==> src/rtl/ghost_box_renderer.sv <==
// Box-sprite pixel generator. It takes relative x/y requests and returns one
// RGB332 pixel per cycle, two cycles after each request.
//
// state      | meaning
// -----------+------------------------------------------------
// ST_NORMAL  | blink_phase=0, BLINK mode shows the border colour on the edge
// ST_SWAPPED | blink_phase=1, BLINK mode swaps the fill and border colours
module ghost_box_renderer #(
    parameter int PIXELS_WIDTH = 16,
    parameter int REL_BITS = 5,
    parameter int PIXEL_COLOR_BITS = 8,
    parameter logic [PIXEL_COLOR_BITS-1:0] TRANSPARENT_COLOR = 8'h00,
    parameter int BLINK_FRAMES = 8
) (
    input  logic                        clk,
    input  logic                        rst_n,
    input  logic                        frame_tick,
    input  logic [1:0]                  mode,
    input  logic [PIXEL_COLOR_BITS-1:0] fill_color,
    input  logic [PIXEL_COLOR_BITS-1:0] border_color,
    input  logic                        req_valid,
    input  logic [REL_BITS-1:0]         x,
    input  logic [REL_BITS-1:0]         y,
    output logic                        pix_valid,
    output logic [PIXEL_COLOR_BITS-1:0] pixels,
    output logic                        blink_phase
);

    localparam int CNT_W = (BLINK_FRAMES > 1) ? $clog2(BLINK_FRAMES) : 1;
    localparam logic [CNT_W-1:0] CNT_LAST = CNT_W'(BLINK_FRAMES - 1);
    localparam logic [REL_BITS-1:0] REL_LAST = REL_BITS'(PIXELS_WIDTH - 1);

    localparam logic [1:0] MODE_SOLID  = 2'd0;
    localparam logic [1:0] MODE_BORDER = 2'd1;
    localparam logic [1:0] MODE_BLINK  = 2'd2;

    typedef enum logic {
        ST_NORMAL  = 1'b0,
        ST_SWAPPED = 1'b1
    } state_t;

    state_t               state_q, state_d;
    logic [CNT_W-1:0]     cnt_q, cnt_d;

    logic                        s1_valid_q, s1_valid_d;
    logic [REL_BITS-1:0]         s1_x_q, s1_x_d;
    logic [REL_BITS-1:0]         s1_y_q, s1_y_d;
    logic [1:0]                  s1_mode_q, s1_mode_d;
    logic [PIXEL_COLOR_BITS-1:0] s1_fill_q, s1_fill_d;
    logic [PIXEL_COLOR_BITS-1:0] s1_border_q, s1_border_d;

    logic                        pix_valid_q, pix_valid_d;
    logic [PIXEL_COLOR_BITS-1:0] pixels_q, pixels_d;

    logic                        in_range;
    logic                        on_edge;
    logic [PIXEL_COLOR_BITS-1:0] colour;

    // Blink FSM: state register
    always_ff @(posedge clk or negedge rst_n) begin
        if (!rst_n) begin
            state_q <= ST_NORMAL;
            cnt_q   <= '0;
        end else begin
            state_q <= state_d;
            cnt_q   <= cnt_d;
        end
    end

    // Blink FSM: next state. Leaving BLINK clears the counter even on a tick.
    always_comb begin
        state_d = state_q;
        cnt_d   = cnt_q;
        if (mode != MODE_BLINK) begin
            state_d = ST_NORMAL;
            cnt_d   = '0;
        end else if (frame_tick) begin
            if (cnt_q == CNT_LAST) begin
                cnt_d = '0;
                case (state_q)
                    ST_NORMAL:  state_d = ST_SWAPPED;
                    ST_SWAPPED: state_d = ST_NORMAL;
                    default:    state_d = ST_NORMAL;
                endcase
            end else begin
                cnt_d = cnt_q + CNT_W'(1);
            end
        end
    end

    // Blink FSM: outputs
    always_comb begin
        blink_phase = (state_q == ST_SWAPPED);
    end

    always_comb begin
        s1_valid_d  = req_valid;
        s1_x_d      = x;
        s1_y_d      = y;
        s1_mode_d   = mode;
        s1_fill_d   = fill_color;
        s1_border_d = border_color;
    end

    always_ff @(posedge clk or negedge rst_n) begin
        if (!rst_n) begin
            s1_valid_q  <= 1'b0;
            s1_x_q      <= '0;
            s1_y_q      <= '0;
            s1_mode_q   <= '0;
            s1_fill_q   <= '0;
            s1_border_q <= '0;
        end else begin
            s1_valid_q  <= s1_valid_d;
            s1_x_q      <= s1_x_d;
            s1_y_q      <= s1_y_d;
            s1_mode_q   <= s1_mode_d;
            s1_fill_q   <= s1_fill_d;
            s1_border_q <= s1_border_d;
        end
    end

    // Colour mux on stage-1 data; the range check overrides every mode.
    always_comb begin
        in_range = (s1_x_q <= REL_LAST) && (s1_y_q <= REL_LAST);
        on_edge  = (s1_x_q == '0) || (s1_y_q == '0) ||
                   (s1_x_q == REL_LAST) || (s1_y_q == REL_LAST);
        colour   = TRANSPARENT_COLOR;
        if (in_range) begin
            case (s1_mode_q)
                MODE_SOLID:  colour = s1_fill_q;
                MODE_BORDER: colour = on_edge ? s1_border_q : s1_fill_q;
                MODE_BLINK:  colour = (on_edge ^ blink_phase) ? s1_border_q : s1_fill_q;
                default:     colour = TRANSPARENT_COLOR;
            endcase
        end
    end

    always_comb begin
        pix_valid_d = s1_valid_q;
        pixels_d    = pixels_q;
        if (s1_valid_q) begin
            pixels_d = colour;
        end
    end

    always_ff @(posedge clk or negedge rst_n) begin
        if (!rst_n) begin
            pix_valid_q <= 1'b0;
            pixels_q    <= '0;
        end else begin
            pix_valid_q <= pix_valid_d;
            pixels_q    <= pixels_d;
        end
    end

    assign pix_valid = pix_valid_q;
    assign pixels    = pixels_q;

endmodule

==> config.mk <==
export PLATFORM = sky130hd
export DESIGN_NAME = ghost_box_renderer
export DESIGN_NICKNAME = d
export VERILOG_FILES = /design/src/rtl/ghost_box_renderer.sv
export SDC_FILE = /design/constraint.sdc
export NUM_CORES = 1
export LEC_CHECK = 0
export CORE_MARGIN = 1
export CORE_UTILIZATION = 46
export DETAILED_ROUTE_END_ITERATION = 8
export PLACE_DENSITY = 0.78
export SLEW_MARGIN = 10
export SYNTH_ARGS = -nofsm -noshare
export SYNTH_HDL_FRONTEND = slang
export SYNTH_SLANG_ARGS = --single-unit
export TNS_END_PERCENT = 10
==> constraint.sdc <==
create_clock -name clk -period 2.1 [get_ports clk]
set_input_delay 0.63 -clock clk [delete_from_list [all_inputs] [get_ports clk]]
set_output_delay 0.63 -clock clk [all_outputs]
set_load 0.01 [all_outputs]
# --- Yosys cells after proc, flatten, opt, wreduce, memory -nomap -nowiden ---
# Cells that the tools add are included.
word_totals:
  inputBits: 32
  wordCells: 42
  out_inout_bits: 10
  register_bits: 42
op_classes:
  n_eq_ne: 6
  n_addsub: 1
  n_lt_le_gt_ge: 2
  mux: 11
  reduce_logical: 10
  bitwise: 2
op_table:
  columns: ["cell", "count"]
  rows:
  - ["2-to-1 mux 8 bit", 3]
  - ["case mux 8 bit (3 select lines)", 1]
  - ["equality test 5 x 4 -> 1 bit (second input constant)", 2]
  - ["less-or-equal comparator 5 x 4 -> 1 bit (second input constant)", 2]
  - ["logical NOT 5 bit", 2]
  - ["2-to-1 mux 3 bit", 3]
  - ["nonzero test 2 bit", 2]
  - ["adder 3 x 1 -> 3 bit (second input constant)", 1]
  - ["equality test 3 bit (second input constant)", 1]
  - ["logical OR 1 bit", 3]
  - ["2-to-1 mux 1 bit", 3]
  - ["equality test 2 x 1 -> 1 bit (second input constant)", 1]
  - ["equality test 2 bit (second input constant)", 1]
  - ["logical NOT 2 bit", 1]
  - ["!= test 2 bit (second input constant)", 1]
  - ["case mux 1 bit (2 select lines)", 1]
  - ["AND reduction 2 bit", 1]
  - ["logical AND 1 bit", 1]
  - ["inverter 1 bit", 1]
  - ["XOR 1 bit", 1]

# --- Depth between registers and ports, before layout ---
# Gate-level depths: netlist of the first run.
logic_depth:
  ltp_word: 8
  depth_mapped: 6
  depth_no_buf: 6

# --- Least setup slack after synthesis of the first run ---
# No wires, ideal clock.
synth_timing:
  path_kind: "reg-to-reg"
  from: "register s1_y_q[0]"
  to: "register pixels_q[0] (netlist: pixels[0])"
  setup_ns: 0.090
  stages_incl_launch_ff: 6
  path_buffers: 0
  t_arrival_ns: 1.689
  synth_period_minus_slack_ns: 1.779
  path_slack_ns: 0.321
  t_required_ns: 2.010
  path_cell_list: "dfrtp_1 o41a_1 o22ai_4 mux2i_2 a22oi_1 o221ai_1"
synth_between:
  elab_chain_cells: 8
  word_cells_on_any_way: 12
  cone_classes: "1 x order compare; 1 x eq/ne; 4 x mux; 1 x bitwise; 5 x reduce/logical"
synth_lines:
  columns: ["element", "line", "source"]
  rows:
  - ["start: declaration", "47", "logic [REL_BITS-1:0] s1_y_q, s1_y_d;"]
  - ["start signal: assignment", "116", "s1_y_q <= s1_y_d;"]
  - ["logical NOT 5 bit", "126", "on_edge = (s1_x_q == '0) || (s1_y_q == '0) ||"]
  - ["logical OR 1 bit (2 in a row)", "126", null]
  - ["logical OR 1 bit", "127", "(s1_x_q == REL_LAST) || (s1_y_q == REL_LAST);"]
  - ["XOR 1 bit", "133", "MODE_BLINK: colour = (on_edge ^ blink_phase) ? s1_border_q : s1_fill_q;"]
  - ["2-to-1 mux 8 bit", "133", null]
  - ["case mux 8 bit (3 select lines)", "130", "case (s1_mode_q)"]
  - ["2-to-1 mux 8 bit *", "129", "if (in_range) begin"]
  - ["end signal: assignment", "153", "pixels_q <= pixels_d;"]
  - ["end: declaration", "53", "logic [PIXEL_COLOR_BITS-1:0] pixels_q, pixels_d;"]
# Mark *: on every way between the ends. The rest lies on a longest branch, timed or not.
# A chain may end at the register's enable or synchronous reset.

# --- Worst setup path in the final report of the first run ---
layout_timing:
  from: "register s1_y_q[1]"
  to: "register pixels_q[3] (netlist: pixels[3])"
# Same word-level chain as after synthesis.

==> flow_summary.toml, run 1 <==
[flow_run]
max_cap_violations = 0

[grt]
grt_pass1_vias = 1165
overflow = 0
grt_max_degree = 32
grt_pass1_wl_um = 5175
antenna_found_initial = 0
track_usage_pct = 20.72

[sta]
setup_slack_ns = 0.1007
holdWs_ns = 0.3035
setup_viol = 0
rsz0062_at_grt = "false"
fmax_ghz = 0.5002
slew_violations = 0
fin_tns_setup_ns = 0
hold_viol = 0
post-route-period-util_pct = 95.21
clock_skew_ns = 0.008851
finalCriticalPeriod_ns = 1.999
slew_headroom_pct = 55.24
max_slew.worst_pin.slew_ns = 0.6714

[logic_synthesis]
synth_top_area_share_pct = 68.40
synth_cell_type_count = 22
syn_inst = 104
synth.avg_cell_area_sq_um = 14.77
syn_area_sq_um = 1536
synth_ff_type = "dfrtp_1"
synth-adder-area-share_pct = 1.629
synth-edff-count = 0
syn_nets = 138
synth_xor_xnor_area_share_pct = 0.5700
synthTopCellsByArea = "dfrtp_1 (68%), mux2i_1 (7.2%), o221ai_1 (4.6%)"
synth_seq_area_share_pct = 68.40
synth_area_leader_cell = "dfrtp_1"
yosys_warnings = 0
yosys.area_share.simple_pct = 9.446
synthMuxAreaShare_pct = 8.958
synth_compound_area_share_pct = 10.50
synth_top_family_by_area = "compound AO/OA/AOI/OAI gates"
synth-seq-cells = 42
async_reset_ff_share_pct = 100.0

[floorplan]
die_w_um = 59.80
die_h_um = 59.80
coreArea_sq_um = 3103
die_area_sq_um = 3575
io_pins = 42
std_cell_rows = 20
initial_core_util_pct = 49.52

[pwr]
power_mw = 1.680
ir_drop_mv = 0.5158
cellLeakagePower_nw = 0.9285
power.density_nw_per_um2 = 790.1

[routing]
wl_per_cell_um = 15.81
num_vias = 1044
antenna_left = 0
drcViolationCount = 0
first_pass_iters = 4
avgViaCountPerCell = 5.327
dr.first_iter.drc_count = 57
wirelength_um = 3098

[layout]
fin_util_pct = 68.51
fill_cells = 232
diodes = 0
final_net_count = 185
syn2layout_area_growth_pct = 38.36
final_layout_size_suffix_gt1_share_pct = 9.211

[critical_path]
crit_required_ns = 2.35
arrival_ns = 2.25
start_kind = "flop"
end_kind = "flop"
crit_type = "flop to flop"
critPathMaxFanout = 8

[clocking]
cts_hold_buf = 0
cts_inserted_buffers = 5
cts-resized-gates = 0
clock_latency_ns = 0.35
cts-root-buf = "clkbuf_4"
cts_num_sinks = 42
h-tree-depth = 2
cts_setup_buffers = 0
cts.reportedPaths.clkPinSlew_ns = 0.12
max-clock-path-buffers = 2
cts_tree = "yes"

[placement]
dp_slack_ns = 0.09135
dpl.hpwl_um = 2232
gp_congestion = 0.7594
io_buffers = 41

[status]
outcome = "complete, no violations"

[hold_path]
hold_path_class = "input pin to asynchronous set/reset pin"
-- layer usage --
metal  share of wire [%]  global-route usage [%]  vias up
met2                  53                   32.06       29
li1                    -                       -      479
met3                 4.6                   5.844       10
met5                   0                       0        -
met1                  40                   24.39      526
met4                 2.6                   15.61        0
-- layout by cell type, fill, tap and decap left out, drive strengths merged --
cell / synthesis / routed
and4: 1 / 1
dfrtp: 42 / 42
nand3b: 1 / 1
nor4: 1 / 1
xor2: 1 / 1
or2: 1 / 1
a22oi: 8 / 8
nor2: 7 / 7
nand2: 3 / 3
clkdlybuf4s50: 0 / 40
nand2b: 9 / 9
ha: 2 / 2
o221ai: 8 / 8
mux2i: 13 / 13
buf: 1 / 2
or3b: 1 / 1
nand3: 1 / 1
nand4: 1 / 1
o22ai: 1 / 1
clkbuf: 1 / 6
bufinv: 0 / 2
o41a: 1 / 1
-- cell usage after synthesis, drive strengths merged (2+ instances only) --
cell type	count
a22oi	8
dfrtp	42
ha	2
mux2i	13
nand2	3
nand2b	9
nor2	7
o221ai	8
-- cells by family (layout without fill, tap and decap cells) --
logic type               Yosys count  in the layout
buffers and inverters              2             50
adder cells (fa/ha/maj)            2              2
flip-flops                        42             42
multiplexers                      13             13
AND/OR/NAND/NOR                   26             26
XOR/XNOR                           1              1
AO/OA/AOI/OAI                     18             18
-- state kept, by name, summed over array words and instances, names as in the netlist --
register / flops
s1_fill_q: 8
s1_y_q: 5
pixels: 8
pix_valid_d: 1
s1_border_q: 8
pix_valid: 1
s1_x_q: 5
s1_mode_q: 2
blink_phase: 1
cnt_q: 3
-- worst max-delay path: stages (launching register included) --
cell	delay, ns
dfrtp_1	0.41
o41a_1	0.45
o22ai_4	0.26
mux2i_4	0.42
a22oi_1	0.15
o221ai_1	0.22
-- final cells by class --
class	count	area [sq um]	share of cell area (%)
clock buffer	6	51.30	2.413
clock inverter	2	60.06	2.825
multi-input combinational	60	495.5	23.31
sequential	42	1051	49.44
tap	44	55.05	2.590
timing repair buffer	42	412.9	19.42
-- where the power goes --
| part | switching (mW) | internal (mW) | total, mW |
|---|---|---|---|
| Combinational | 0.0601 | 0.0934 | 0.154 |
| Clock | 0.249 | 0.403 | 0.653 |
| Sequential | 0.0271 | 0.846 | 0.874 |
| Total | 0.337 | 1.34 | 1.68 |
-- path summary, 6_finish.rpt --
kind / start / to / slack (ns) / cells after the start
max: s1_y_q[1] / pixels[3] / 0.10 / 5
min: rst_n / s1_y_q[4] / 0.30 / 1
max reg2reg: s1_y_q[1] / pixels[3] / 0.10 / 5
min reg2reg: pixels[6] / pixels[6] / 0.51 / 2
max in group asynchronous: rst_n / pixels[1] / 1.18 / 2
min in group clk: pixels[6] / pixels[6] / 0.51 / 2
-- metrics by stage --
stage,cells,instance area [sq um]
6_report,196,2126
5_1_grt,196,2126
2_1_floorplan,104,1536
4_1_cts,196,2108
3_5_place_dp,188,1997
3_3_place_gp,188,1997
Power figures use the tool's default switching activity.
==> run 2, diff against run 1 <==
--- a/config.mk
+++ b/config.mk
@@ -11,2 +11,3 @@
 export PLACE_DENSITY = 0.78
+export SKIP_CTS_REPAIR_TIMING = 1
 export SLEW_MARGIN = 10
==> constraint.sdc (replaced) <==
create_clock -name clk -period 2.2 [get_ports clk]
set_input_delay 0.22 -clock clk [delete_from_list [all_inputs] [get_ports clk]]
set_output_delay 0.22 -clock clk [all_outputs]
set_load 0.01 [all_outputs]
==> run 2 against run 1 <==
  * The flow now finishes with violations (hold timing)
  * Non-clock buffer count decreased by 1
  * Die area unchanged
  * Clock skew about the same
  * Flip-flop and latch count unchanged
  * Via count decreased by 1.3%
  * Critical path type unchanged
==> flow_summary.toml, run 2 (synthesis gave the netlist of run 1 again) <==
[placement]
dpl_cell_area_sq_um = 1989
dpl.hpwl_um = 2080
io_buffers = 41
dp_slack_ns = 0.2157
gp_congestion = 0.7515

[sta]
hold_viol = 13
clock_skew_ns = 0.009013
setup_slack_ns = 0.1995
holdWs_ns = -0.005999
slew_headroom_pct = 41.37
slew_violations = 0
fmax_ghz = 0.4999
max_slew.worst_pin.slew_ns = 0.8795
fin_tns_setup_ns = 0
rsz0062_at_grt = "false"
setup_viol = 0
post-route-period-util_pct = 90.93
finalCriticalPeriod_ns = 2.001

[clocking]
max-clock-path-buffers = 2
cts.reportedPaths.clkPinSlew_ns = 0.11
clock_latency_ns = 0.34
cts-root-buf = "clkbuf_4"
h-tree-depth = 2
cts_tree = "yes"
cts_inserted_buffers = 5
cts_num_sinks = 42

[grt]
antenna_found_initial = 0
grt_max_degree = 43
overflow = 0
grt_pass1_vias = 1039
track_usage_pct = 18.36
grt_pass1_wl_um = 4581

[pwr]
power.switching_uw = 298.3
power_mw = 1.308
comb_power_share_pct = 10.7
ir_drop_mv = 0.3423
power.density_nw_per_um2 = 641.9
power_frac_seq_pct = 63.7
netSwitchingFraction_pct = 22.81
power.internal_mw = 1.009
cellLeakagePower_nw = 0.8946
power_frac_clock_pct = 25.6

[layout]
diodes = 0
final_net_count = 184
seqCellArea_sq_um = 1051
mostFrequentLayoutCells = "dfrtp_1 (42), clkdlybuf4s50_1 (40), mux2i_1 (11)"
syn2layout_area_growth_pct = 32.57
finalInstanceArea_sq_um = 2037
multi_input_area_sq_um = 478.0
final_common_cell = "dfrtp_1"
final_layout_size_suffix_gt1_share_pct = 8.000
fill_cells = 247

[hold_path]
hold_path_class = "input pin to asynchronous set/reset pin"

[routing]
antenna_left = 0
wirelength_um = 2883
first_pass_iters = 6
drcViolationCount = 0
avgViaCountPerCell = 5.309
wl_per_cell_um = 14.86
dr.first_iter.drc_count = 39
num_vias = 1030

[floorplan]
die_area_sq_um = 3575
io_pins = 42
initial_core_util_pct = 49.52
coreArea_sq_um = 3103
die_w_um = 59.80
std_cell_rows = 20
die_h_um = 59.80

[critical_path]
start_kind = "flop"
critPathMaxStageDelay_ns = 0.48
worstPathCellList = "o41a_1 -> o22ai_4 -> mux2i_2 -> a22oi_1 -> o221ai_1"
slowest_stage = "mux2i_2"
crit_required_ns = 2.45
end_kind = "flop"
crit_type = "flop to flop"
path_depth = 5
critPathMaxFanout = 8
arrival_ns = 2.25
ff2ff_path_depth = 5
cp_top_family = "compound AO/OA/AOI/OAI gates"
crit_buf_inv = 0

[status]
outcome = "finished, violations left"
violations = "hold timing"

[flow_run]
max_cap_violations = 0
## run 2: stage by stage
| step | util [%] | instances |
|---|---|---|
| after floorplan | - | 104 |
| after CTS | 65.65 | 194 |
| after global routing | 65.65 | 194 |
| final | 65.65 | 194 |
| after detailed placement | 64.11 | 187 |
| after global placement | 64.11 | 187 |
## run 2: metal layers
layer	vias up	GRT usage (%)	part of all wire, %	wire [um]
met5	-	0	0	0
met3	2	7.359	5.1	147
li1	476	-	-	-
met2	31	28.73	55	1572
met4	0	9.967	0.90	26
met1	521	21.55	39	1136
## run 2: area by class of cell
type | count | area share, %
clock buffers | 5 | 1.843
clock inverters | 2 | 0.4914
multi-input cells | 60 | 23.46
flip-flops and latches | 42 | 51.60
well taps | 44 | 2.703
repair buffers | 41 | 19.90
## run 2: path summary, 6_finish.rpt
kind                                        to  startpoint  slack (ns)
worst max register to register       pixels[7]   s1_y_q[0]        0.20
worst min register to register       pixels[6]   pixels[6]        0.51
min in group clk                     s1_x_q[2]        x[2]        0.31
worst max-delay path                 pixels[7]   s1_y_q[0]        0.20
worst min-delay path                 s1_y_q[4]       rst_n      -0.006
max in group asynchronous       s1_border_q[6]       rst_n        1.66
## run 2: power groups by stage
stage	Clock (mW)	Sequential, mW	Combinational [mW]
after floorplan	0	0.844	0.0448
after global placement	0	0.845	0.137
after detailed placement	0	0.847	0.141
after CTS	0.351	0.832	0.142
after global routing	0.388	0.837	0.152
final	0.335	0.833	0.140
